<file path="src/rtl/dmem_pkg.sv">
// rtl/dmem_pkg.sv - shared types and constants for the data memory arbiter
//
// Purpose : default widths, requester id type, in-flight tag layout and
//           arbitration mode encodings used by data_mem_arbiter and its tag pipe.
// Contents: DMEM_ADDR_W, DMEM_DATA_W, port_id_t, tag_t, TAG_NONE,
//           ARB_FIXED_PRIORITY, ARB_ROUND_ROBIN.
package dmem_pkg;

    localparam int DMEM_ADDR_W = 10;
    localparam int DMEM_DATA_W = 32;

    // Requester identity carried alongside each in-flight read.
    typedef enum logic {
        PORT_CORE = 1'b0,
        PORT_AUX  = 1'b1
    } port_id_t;

    typedef struct packed {
        logic     valid;
        port_id_t id;
    } tag_t;

    localparam tag_t TAG_NONE = '{valid: 1'b0, id: PORT_CORE};

    localparam int ARB_FIXED_PRIORITY = 0;
    localparam int ARB_ROUND_ROBIN    = 1;

endpackage

</file>
<file path="src/rtl/dmem_tag_pipe.sv">
// rtl/dmem_tag_pipe.sv - fixed-depth shift register of read tags
//
// Purpose : follows each accepted request through the memory pipeline so the
//           read data can be steered to the requester that issued it.
// Ports   : clk     - clock
//           clr     - synchronous clear, drops every in-flight tag
//           tag_in  - tag entering stage 0 this cycle (TAG_NONE when idle/write)
//           tag_out - last stage, aligned with the memory read data
module dmem_tag_pipe
    import dmem_pkg::*;
#(
    parameter int DEPTH = 5
) (
    input  logic clk,
    input  logic clr,
    input  tag_t tag_in,
    output tag_t tag_out
);

    tag_t stage [DEPTH];

    always_ff @(posedge clk) begin
        if (clr) begin
            for (int i = 0; i < DEPTH; i++) begin
                stage[i] <= TAG_NONE;
            end
        end else begin
            stage[0] <= tag_in;
            for (int i = 1; i < DEPTH; i++) begin
                stage[i] <= stage[i-1];
            end
        end
    end

    assign tag_out = stage[DEPTH-1];

endmodule

</file>
<file path="src/rtl/data_mem_arbiter.sv">
// rtl/data_mem_arbiter.sv - two-requester arbiter for a single pipelined data memory port
//
// Purpose : grants at most one of two requesters per cycle, registers the winning
//           request onto the memory port and routes fixed-latency read data back
//           to the issuing requester.
// Ports   : clk, rst           - clock, synchronous active-high reset
//           p0_req_* / p1_req_* - valid/ready request channels (we, addr, wdata)
//           p0_rsp_* / p1_rsp_* - single-cycle read response pulses with data
//           mem_we/addr/din     - registered memory request
//           mem_dout            - memory read data, MEM_LATENCY edges after request
module data_mem_arbiter
    import dmem_pkg::*;
#(
    parameter int ADDR_W       = DMEM_ADDR_W,
    parameter int DATA_W       = DMEM_DATA_W,
    parameter int MEM_LATENCY  = 4,
    parameter int ARB_MODE     = ARB_FIXED_PRIORITY,
    parameter int STARVE_LIMIT = 8
) (
    input  logic              clk,
    input  logic              rst,

    input  logic              p0_req_valid,
    output logic              p0_req_ready,
    input  logic              p0_req_we,
    input  logic [ADDR_W-1:0] p0_req_addr,
    input  logic [DATA_W-1:0] p0_req_wdata,
    output logic              p0_rsp_valid,
    output logic [DATA_W-1:0] p0_rsp_rdata,

    input  logic              p1_req_valid,
    output logic              p1_req_ready,
    input  logic              p1_req_we,
    input  logic [ADDR_W-1:0] p1_req_addr,
    input  logic [DATA_W-1:0] p1_req_wdata,
    output logic              p1_rsp_valid,
    output logic [DATA_W-1:0] p1_rsp_rdata,

    output logic              mem_we,
    output logic [ADDR_W-1:0] mem_addr,
    output logic [DATA_W-1:0] mem_din,
    input  logic [DATA_W-1:0] mem_dout
);

    localparam int CNT_W = (STARVE_LIMIT < 1) ? 1 : $clog2(STARVE_LIMIT + 1);

    logic             grant0;
    logic             grant1;
    logic             starved;
    port_id_t         last_grant;
    logic [CNT_W-1:0] starve_cnt;
    tag_t             tag_in;
    tag_t             tag_out;

    assign starved = (starve_cnt == CNT_W'(STARVE_LIMIT));

    // Grant decision; nothing is accepted while reset is asserted.
    always_comb begin
        grant0 = 1'b0;
        grant1 = 1'b0;
        if (!rst) begin
            if (ARB_MODE == ARB_ROUND_ROBIN) begin
                if (p0_req_valid && p1_req_valid) begin
                    grant0 = (last_grant == PORT_AUX);
                    grant1 = (last_grant == PORT_CORE);
                end else begin
                    grant0 = p0_req_valid;
                    grant1 = p1_req_valid;
                end
            end else begin
                // Core wins unless the aux port has waited STARVE_LIMIT cycles.
                grant1 = p1_req_valid && (!p0_req_valid || starved);
                grant0 = p0_req_valid && !grant1;
            end
        end
    end

    assign p0_req_ready = grant0;
    assign p1_req_ready = grant1;

    always_ff @(posedge clk) begin
        if (rst) begin
            mem_we     <= 1'b0;
            mem_addr   <= '0;
            mem_din    <= '0;
            last_grant <= PORT_AUX;
            starve_cnt <= '0;
        end else begin
            if (grant0) begin
                mem_we     <= p0_req_we;
                mem_addr   <= p0_req_addr;
                mem_din    <= p0_req_wdata;
                last_grant <= PORT_CORE;
            end else if (grant1) begin
                mem_we     <= p1_req_we;
                mem_addr   <= p1_req_addr;
                mem_din    <= p1_req_wdata;
                last_grant <= PORT_AUX;
            end else begin
                // Address and data hold so the memory sees no spurious change.
                mem_we <= 1'b0;
            end

            if (!p1_req_valid || grant1) begin
                starve_cnt <= '0;
            end else if (!starved) begin
                starve_cnt <= starve_cnt + 1'b1;
            end
        end
    end

    // Only reads occupy a valid tag; writes complete on acceptance.
    always_comb begin
        tag_in = TAG_NONE;
        if (grant0) begin
            tag_in = '{valid: !p0_req_we, id: PORT_CORE};
        end else if (grant1) begin
            tag_in = '{valid: !p1_req_we, id: PORT_AUX};
        end
    end

    // One extra stage over the memory latency: stage 0 is loaded on the same
    // edge as the mem_* registers, the memory needs MEM_LATENCY more edges.
    dmem_tag_pipe #(
        .DEPTH (MEM_LATENCY + 1)
    ) u_tag_pipe (
        .clk     (clk),
        .clr     (rst),
        .tag_in  (tag_in),
        .tag_out (tag_out)
    );

    assign p0_rsp_valid = tag_out.valid && (tag_out.id == PORT_CORE);
    assign p1_rsp_valid = tag_out.valid && (tag_out.id == PORT_AUX);
    assign p0_rsp_rdata = mem_dout;
    assign p1_rsp_rdata = mem_dout;

endmodule

</file>
<file path="config.mk">
export PLATFORM = sky130hd
export DESIGN_NAME = data_mem_arbiter
export DESIGN_NICKNAME = d
export VERILOG_FILES = /design/src/rtl/dmem_pkg.sv /design/src/rtl/dmem_tag_pipe.sv /design/src/rtl/data_mem_arbiter.sv
export SDC_FILE = /design/constraint.sdc
export NUM_CORES = 1
export LEC_CHECK = 0
export CORE_AREA = 10 10 103 105
export DETAILED_ROUTE_END_ITERATION = 6
export DIE_AREA = 0 0 113 115
export GPL_TIMING_DRIVEN = 1
export HOLD_SLACK_MARGIN = 0.05
export PLACE_DENSITY = 0.86
export SYNTH_ARGS = -nofsm -noshare
export SYNTH_HDL_FRONTEND = slang
export SYNTH_SLANG_ARGS = --single-unit
export TNS_END_PERCENT = 5
</file>
<file path="constraint.sdc">
create_clock -name clk -period 2.7 [get_ports clk]
set_input_delay 0.405 -clock clk [delete_from_list [all_inputs] [get_ports clk]]
set_output_delay 0.405 -clock clk [all_outputs]
set_load 0.02 [all_outputs]
</file>
==> results of run 1 <==
## metal layers
layer,up-vias,track usage (%),share of wire (%)
met4,0,7.45,2.0
li1,1374,-,-
met1,1364,16.2,38
met5,-,0,0
met2,139,25.2,47
met3,31,7.71,12
## layout make-up
type                            instances  share of cell area [%]
Timing Repair Buffer                  147                    34.0
Inverter                                4                   0.356
Multi-Input combinational cell        201                    30.3
Sequential cell                        57                    27.0
Clock buffer                           13                    4.24
Clock inverter                          2                   0.830
Tap cell                              108                    3.20
## flip-flops by register name, indices dropped and copies added (netlist names)
register / count
u_tag_pipe.stage: 10
mem_addr: 10
mem_din: 32
starve_cnt: 4
mem_we: 1
## worst max-delay path, stage by stage
cell                              delay, ns
sky130_fd_sc_hd__clkdlybuf4s50_1       0.63
sky130_fd_sc_hd__nand2b_1              0.12
sky130_fd_sc_hd__a21oi_1               0.26
sky130_fd_sc_hd__clkdlybuf4s50_1       0.66
## per-stage QoR
stage | utilization, % | instances
after floorplan | - | 363
after global routing | 49.3 | 532
after global placement | 46.8 | 517
final | 49.3 | 532
after detailed placement | 46.8 | 517
after CTS | 49.3 | 532
## cells by family (layout without fill, tap and decap cells)
logic type	after synthesis	count (layout)	share of synthesized area [%]
AO/OA/AOI/OAI	131	131	29.9
AND/OR/NAND/NOR	66	66	9.75
flip-flops	57	57	36.7
adder cells (fa/ha/maj)	2	2	0.805
XOR/XNOR	2	2	0.564
buffers and inverters	105	166	22.2
## path summary, 6_finish.rpt
check | endpoint | from | slack [ns]
setup reg to reg | mem_din[18]$_SDFFE_PP0P_ | starve_cnt[0]$_SDFFE_PP0N_ | 0.95
hold reg to reg | u_tag_pipe.stage[0][7]$_SDFF_PP0_ | u_tag_pipe.stage[0][5]$_SDFF_PP0_ | 0.44
setup / recovery | p1_req_ready | p1_req_valid | 0.22
hold / removal | u_tag_pipe.stage[0][0]$_SDFF_PP0_ | rst | 0.42
## power by group
| part | internal, µW | switching [µW] | total, µW |
|---|---|---|---|
| sequential | 897 | 28.9 | 926 |
| clock | 521 | 326 | 846 |
| combinational | 267 | 232 | 499 |
## cell usage after synthesis, types with 3 or more instances
cell                        n  area (µm²)
sky130_fd_sc_hd__buf_6      4        45.0
sky130_fd_sc_hd__buf_2     15        75.1
sky130_fd_sc_hd__clkbuf_1  16        60.1
sky130_fd_sc_hd__a211oi_1  42         315
sky130_fd_sc_hd__nor2b_1    9        56.3
sky130_fd_sc_hd__inv_1      4        15.0
sky130_fd_sc_hd__o21ai_0   39         195
sky130_fd_sc_hd__buf_4     65         488
sky130_fd_sc_hd__a311oi_1  42         368
sky130_fd_sc_hd__dfxtp_1   57        1140
sky130_fd_sc_hd__nor2_1    47         176
sky130_fd_sc_hd__o21ai_1    3        15.0
==> run_summary.xml, run 1 <==
<?xml version="1.0" encoding="UTF-8"?>
<metrics>
  <group name="floorplan">
    <metric name="floorplan.initialDensity" unit="%">36.3</metric>
    <metric name="rows" unit="">34</metric>
    <metric name="die_w" unit="µm">113</metric>
    <metric name="fp.dieH" unit="µm">115</metric>
    <metric name="core_region_area" unit="mm²">0.00855</metric>
    <metric name="die-area" unit="mm²">0.0130</metric>
    <metric name="io_pins" unit="">233</metric>
  </group>
  <group name="sta">
    <metric name="finalCritPeriodShare" unit="%">91.7</metric>
    <metric name="final-hold-violation-count" unit="">0</metric>
    <metric name="setup_slack" unit="ns">0.223</metric>
    <metric name="worst_slew_margin" unit="%">64.2</metric>
    <metric name="report.final.slew_viol_count" unit="">0</metric>
    <metric name="fin_worst_hold_slack" unit="ns">0.417</metric>
    <metric name="worst_pin_slew" unit="ns">0.538</metric>
    <metric name="clock-skew-final" unit="ns">0.00672</metric>
    <metric name="finalSetupViolations" unit="">0</metric>
    <metric name="min_period" unit="ns">2.48</metric>
    <metric name="setup_total_negative_slack" unit="ns">0</metric>
    <metric name="max_freq" unit="GHz">0.404</metric>
    <metric name="setup_repair_after_global_routing_missed_its_margin" unit="">false</metric>
  </group>
  <group name="routing">
    <metric name="wl_per_cell" unit="µm">19.5</metric>
    <metric name="antenna_violating_nets_remaining" unit="">0</metric>
    <metric name="drc_errors" unit="">0</metric>
    <metric name="drt_first_iter_violations" unit="">161</metric>
    <metric name="wl" unit="µm">10400</metric>
    <metric name="total_iterations_of_the_first_detailed_routing_run" unit="">4</metric>
    <metric name="per_cell_via_count_in_the_routed_design" unit="">5.47</metric>
    <metric name="total_vias_in_the_final_route" unit="">2908</metric>
  </group>
  <group name="final_layout">
    <metric name="layout.nets" unit="">544</metric>
    <metric name="mostFrequentLayoutCells" unit="">134 x sky130_fd_sc_hd__clkdlybuf4s50_1, 57 x sky130_fd_sc_hd__dfxtp_1, 47 x sky130_fd_sc_hd__nor2_1</metric>
    <metric name="final_common_cell" unit="">sky130_fd_sc_hd__clkdlybuf4s50_1</metric>
    <metric name="finish.instance_area" unit="mm²">0.00422</metric>
    <metric name="fillers" unit="">784</metric>
    <metric name="num_antenna_cells" unit="">0</metric>
    <metric name="drive_above_1_share" unit="%">7.08</metric>
    <metric name="seq_area" unit="mm²">0.00114</metric>
    <metric name="area_delta_synth_final" unit="%">35.8</metric>
    <metric name="multi_input_comb_area" unit="mm²">0.00128</metric>
  </group>
  <group name="worst_hold_path">
    <metric name="hold_path_cells" unit="">3</metric>
    <metric name="min_path_type" unit="">input pin to flip-flop</metric>
  </group>
  <group name="place">
    <metric name="place.detailed.hpwl" unit="µm">7400</metric>
    <metric name="place_worst_setup_slack" unit="ns">0.229</metric>
    <metric name="postPlaceCellArea" unit="mm²">0.00401</metric>
    <metric name="weighted_congestion_at_the_end_of_routability_driven_global_placement" unit="">0.839</metric>
    <metric name="io_buffer_count" unit="">136</metric>
  </group>
  <group name="grt">
    <metric name="maximum_number_of_pins_on_one_net_before_global_route_repair" unit="">49</metric>
    <metric name="overflow" unit="">0</metric>
    <metric name="grt_usage" unit="%">15.4</metric>
    <metric name="number_of_global_route_vias_before_repair" unit="">3195</metric>
    <metric name="antenna_violations_before_repair" unit="">0</metric>
    <metric name="global_route_wire_length_before_repair" unit="µm">16300</metric>
  </group>
  <group name="worst_setup_path">
    <metric name="ff2ff_path_depth" unit="">6</metric>
    <metric name="timing.critical_path.arrival" unit="ns">2.07</metric>
    <metric name="crit_type" unit="">input pin to output pin</metric>
    <metric name="worst-endpoint-required" unit="ns">2.30</metric>
    <metric name="crit_path_end_kind" unit="">output pin</metric>
    <metric name="cp_max_fo" unit="">6</metric>
    <metric name="worstSetupStartpointType" unit="">input pin</metric>
  </group>
  <group name="logic_synthesis">
    <metric name="mappedNetlistNets" unit="">487</metric>
    <metric name="syn_avg_cell_area" unit="µm²">8.56</metric>
    <metric name="synth_sequential_area_ratio" unit="%">36.7</metric>
    <metric name="synthesis.instances" unit="">363</metric>
    <metric name="synthesis.area" unit="mm²">0.00311</metric>
    <metric name="synth-main-ff-cell" unit="">sky130_fd_sc_hd__dfxtp_1</metric>
    <metric name="yosys.cell_types.count" unit="">28</metric>
    <metric name="synth-edff-count" unit="">0</metric>
    <metric name="async_flop_share" unit="%">0</metric>
    <metric name="yosys_register_bits" unit="">57</metric>
    <metric name="synth_warnings" unit="">0</metric>
  </group>
  <group name="clock_network">
    <metric name="tritoncts.num_buffers" unit="">9</metric>
    <metric name="clock_tree_root_buffer_cell" unit="">sky130_fd_sc_hd__clkbuf_8</metric>
    <metric name="clkLatencyLatePin" unit="ns">0.32</metric>
    <metric name="postCtsHoldBufs" unit="">0</metric>
    <metric name="cts_tree" unit="">done</metric>
    <metric name="ctsHtreeMaxLevel" unit="">3</metric>
    <metric name="cts_resized" unit="">0</metric>
    <metric name="cts_sink_cnt" unit="">57</metric>
    <metric name="ctsLongestPathBuffers" unit="">2</metric>
    <metric name="post-cts-setup-buffer-count" unit="">0</metric>
    <metric name="clk_pin_slew_worst_paths" unit="ns">0.06</metric>
  </group>
  <group name="power">
    <metric name="p_leak" unit="µW">0.00148</metric>
    <metric name="power.density" unit="mW/mm²">539</metric>
    <metric name="power" unit="µW">2270</metric>
    <metric name="vdd_ir_drop_max" unit="mV">0.198</metric>
  </group>
  <group name="outcome">
    <metric name="outcome" unit="">finished clean</metric>
  </group>
  <group name="job">
    <metric name="max-cap-violations" unit="">0</metric>
  </group>
</metrics>
(Power assumes the default switching activity.)
==> run 2: changes to the inputs <==
Settings changed: CAP_MARGIN set to 10.
==> results of run 2 <==
Same layout as run 1: the final DEF is identical, and so are final timing and power.
==> patch, RTL diff (config.mk and constraints of run 2) <==
`STARVE_LIMIT`: 8 -> 4.
--- a/src/rtl/data_mem_arbiter.sv
+++ b/src/rtl/data_mem_arbiter.sv
@@ -15,7 +15,7 @@
     parameter int DATA_W       = DMEM_DATA_W,
     parameter int MEM_LATENCY  = 4,
     parameter int ARB_MODE     = ARB_FIXED_PRIORITY,
-    parameter int STARVE_LIMIT = 8
+    parameter int STARVE_LIMIT = 4
 ) (
     input  logic              clk,
     input  logic              rst,
Check against the original RTL: not equivalent (Yosys sat finds a counterexample within 10 cycles, from zero or initial values and one cycle with rst high).
==> patch against run 2 <==
- setup slack better by 130 ps
- utilization fell by 2.0 points
- total power decreased by 18%
- sequential cell count down 1
- synthesized area increased by 2.9%
- final area fell by 4.0%
- wire length is 1.0% lower
- critical path type is now reg2out
- critical endpoint is now p0_req_ready
- largest power group unchanged
==> patch: results (changes against run 2) <==
clk_lat worst skew=300 ps (was 320 ps); FFs w/ async S/R, synth=0 (unchanged); crit path launch=starve_cnt[0] (was p1_req_valid); Hold Startpoint=u_tag_pipe.stage[0][3] (was rst); clk_skew=4.94 ps (was 6.72 ps); initial DRC count=127 (was 161); vias in the first global route=2958 (was 3195); H-Tree Depth=2 (was 3); Synth top cells by count=buf_4, dfxtp_1, nor2_1 (unchanged); CTS buffer count=5 (was 9); share of layout cells above drive strength 1=0.0557 (was 0.0708); Max clock buf depth=2 (unchanged); # DRC=0 (unchanged); sequential fraction of the synthesis area=0.351 (was 0.367); r2r startpoint=starve_cnt[0] (unchanged); Final Non-Filler Cells=521 (was 532); hpwl dp=7220 um (was 7400 um); largest net degree at the start of global routing=94 (was 49); Leakage=1.40 nW (was 1.48 nW); Setup Fix Bufs, Post-CTS=0 (unchanged); Clk pin slew, worst setup/hold paths=100 ps (was 60 ps); GRT Util Overall=0.146 (was 0.154); hold crit path type=reg2reg (was in2reg); Top Registers=mem_din x32, mem_addr x10, u_tag_pipe.stage x10 (unchanged); first-pass GRT wire length=15700 um (was 16300 um); dpl cells=514 (was 517); status=finished clean (unchanged); Area contributors post-synth=dfxtp_1, buf_4, a311oi_1, a211oi_1, nor2_1 (was dfxtp_1, buf_4, a311oi_1, a211oi_1, o21ai_0); synthesized instance count=361 (was 363); post-synth net total=485 (was 487); antenna violations before repair=0 (unchanged); relative slew slack=0.283 (was 0.642); Final Net Count=537 (was 544); Wirelength per Cell=19.7 um (was 19.5 um); Primary FF master, synth=dfxtp_1 (unchanged); CTS root buffer=clkbuf_8 (unchanged); post-synth cell types=29 (was 28); antenna cells=0 (unchanged); Fillers=834 (was 784); Worst Path Max Fanout=4 (was 6); Yosys Warn Count=0 (unchanged); TritonRoute pass-1 iters=4 (unchanged); final estimated routing congestion in global placement=0.757 (was 0.839); VDD IR max=0.166 mV (was 0.198 mV); port bufs=136 (unchanged); via count=2920 (was 2908); post-CTS sizing=0 (unchanged)
## patch: power breakdown
| part | switching [mW] | total (mW) | internal (mW) |
|---|---|---|---|
| logic | 0.233 | 0.503 | 0.269 |
| clock network | 0.267 | 0.445 | 0.178 |
| registers | 0.0281 | 0.910 | 0.882 |
| total | 0.528 | 1.86 | 1.33 |
## patch: cells by family after synthesis
| kind of cell | Yosys count | synth area share |
|---|---|---|
| AOI/OAI and AO/OA | 131 | 0.292 |
| buffers and inverters | 105 | 0.251 |
| and+or+nand+nor | 66 | 0.0944 |
| DFF | 56 | 0.351 |
| adders and majority gates | 2 | 0.00783 |
| muxes | 1 | 0.00313 |
## patch: critical path: stages (launching register included)
cell             delay [ps]
dfxtp_1                 370
inv_1                    50
ha_1                    250
and3_1                  210
nor2_1                  140
clkdlybuf4s50_1         630
## patch: final cells by class
cell class,instances,area share
multi-input cells,200,0.315
flip-flops and latches,56,0.277
clock inverters,1,0.00124
repair buffers,146,0.352
clock buffers,6,0.0179
inverters,4,0.00371
well taps,108,0.0334
## patch: final timing paths
path	endpoint	slack, ps	cells past startpoint
worst min register to register	u_tag_pipe.stage[0][5]	440	1
worst max register to register	mem_din[28]	960	6
worst min-delay path	u_tag_pipe.stage[0][5]	440	1
worst max-delay path	p0_req_ready	350	5
## patch: metal layers
metal | share of wire | vias up | GRT usage | wire length (um)
li1 | - | 1349 | - | -
met1 | 0.39 | 1396 | 0.160 | 4040
met2 | 0.48 | 139 | 0.247 | 4880
met3 | 0.11 | 36 | 0.0599 | 1100
met4 | 0.024 | 0 | 0.0584 | 244
met5 | 0 | - | 0 | 0
## patch: metrics by stage
stage          hold WS [ps]  setup slack [ps]  instance area (um2)   util
6_report                445               350                 4050  0.474
3_3_place_gp            416               367                 3970  0.465
4_1_cts                 447               336                 4050  0.474
5_1_grt                 457               237                 4050  0.474
3_5_place_dp            424               359                 3970  0.465
2_1_floorplan           414              1040                 3200      -
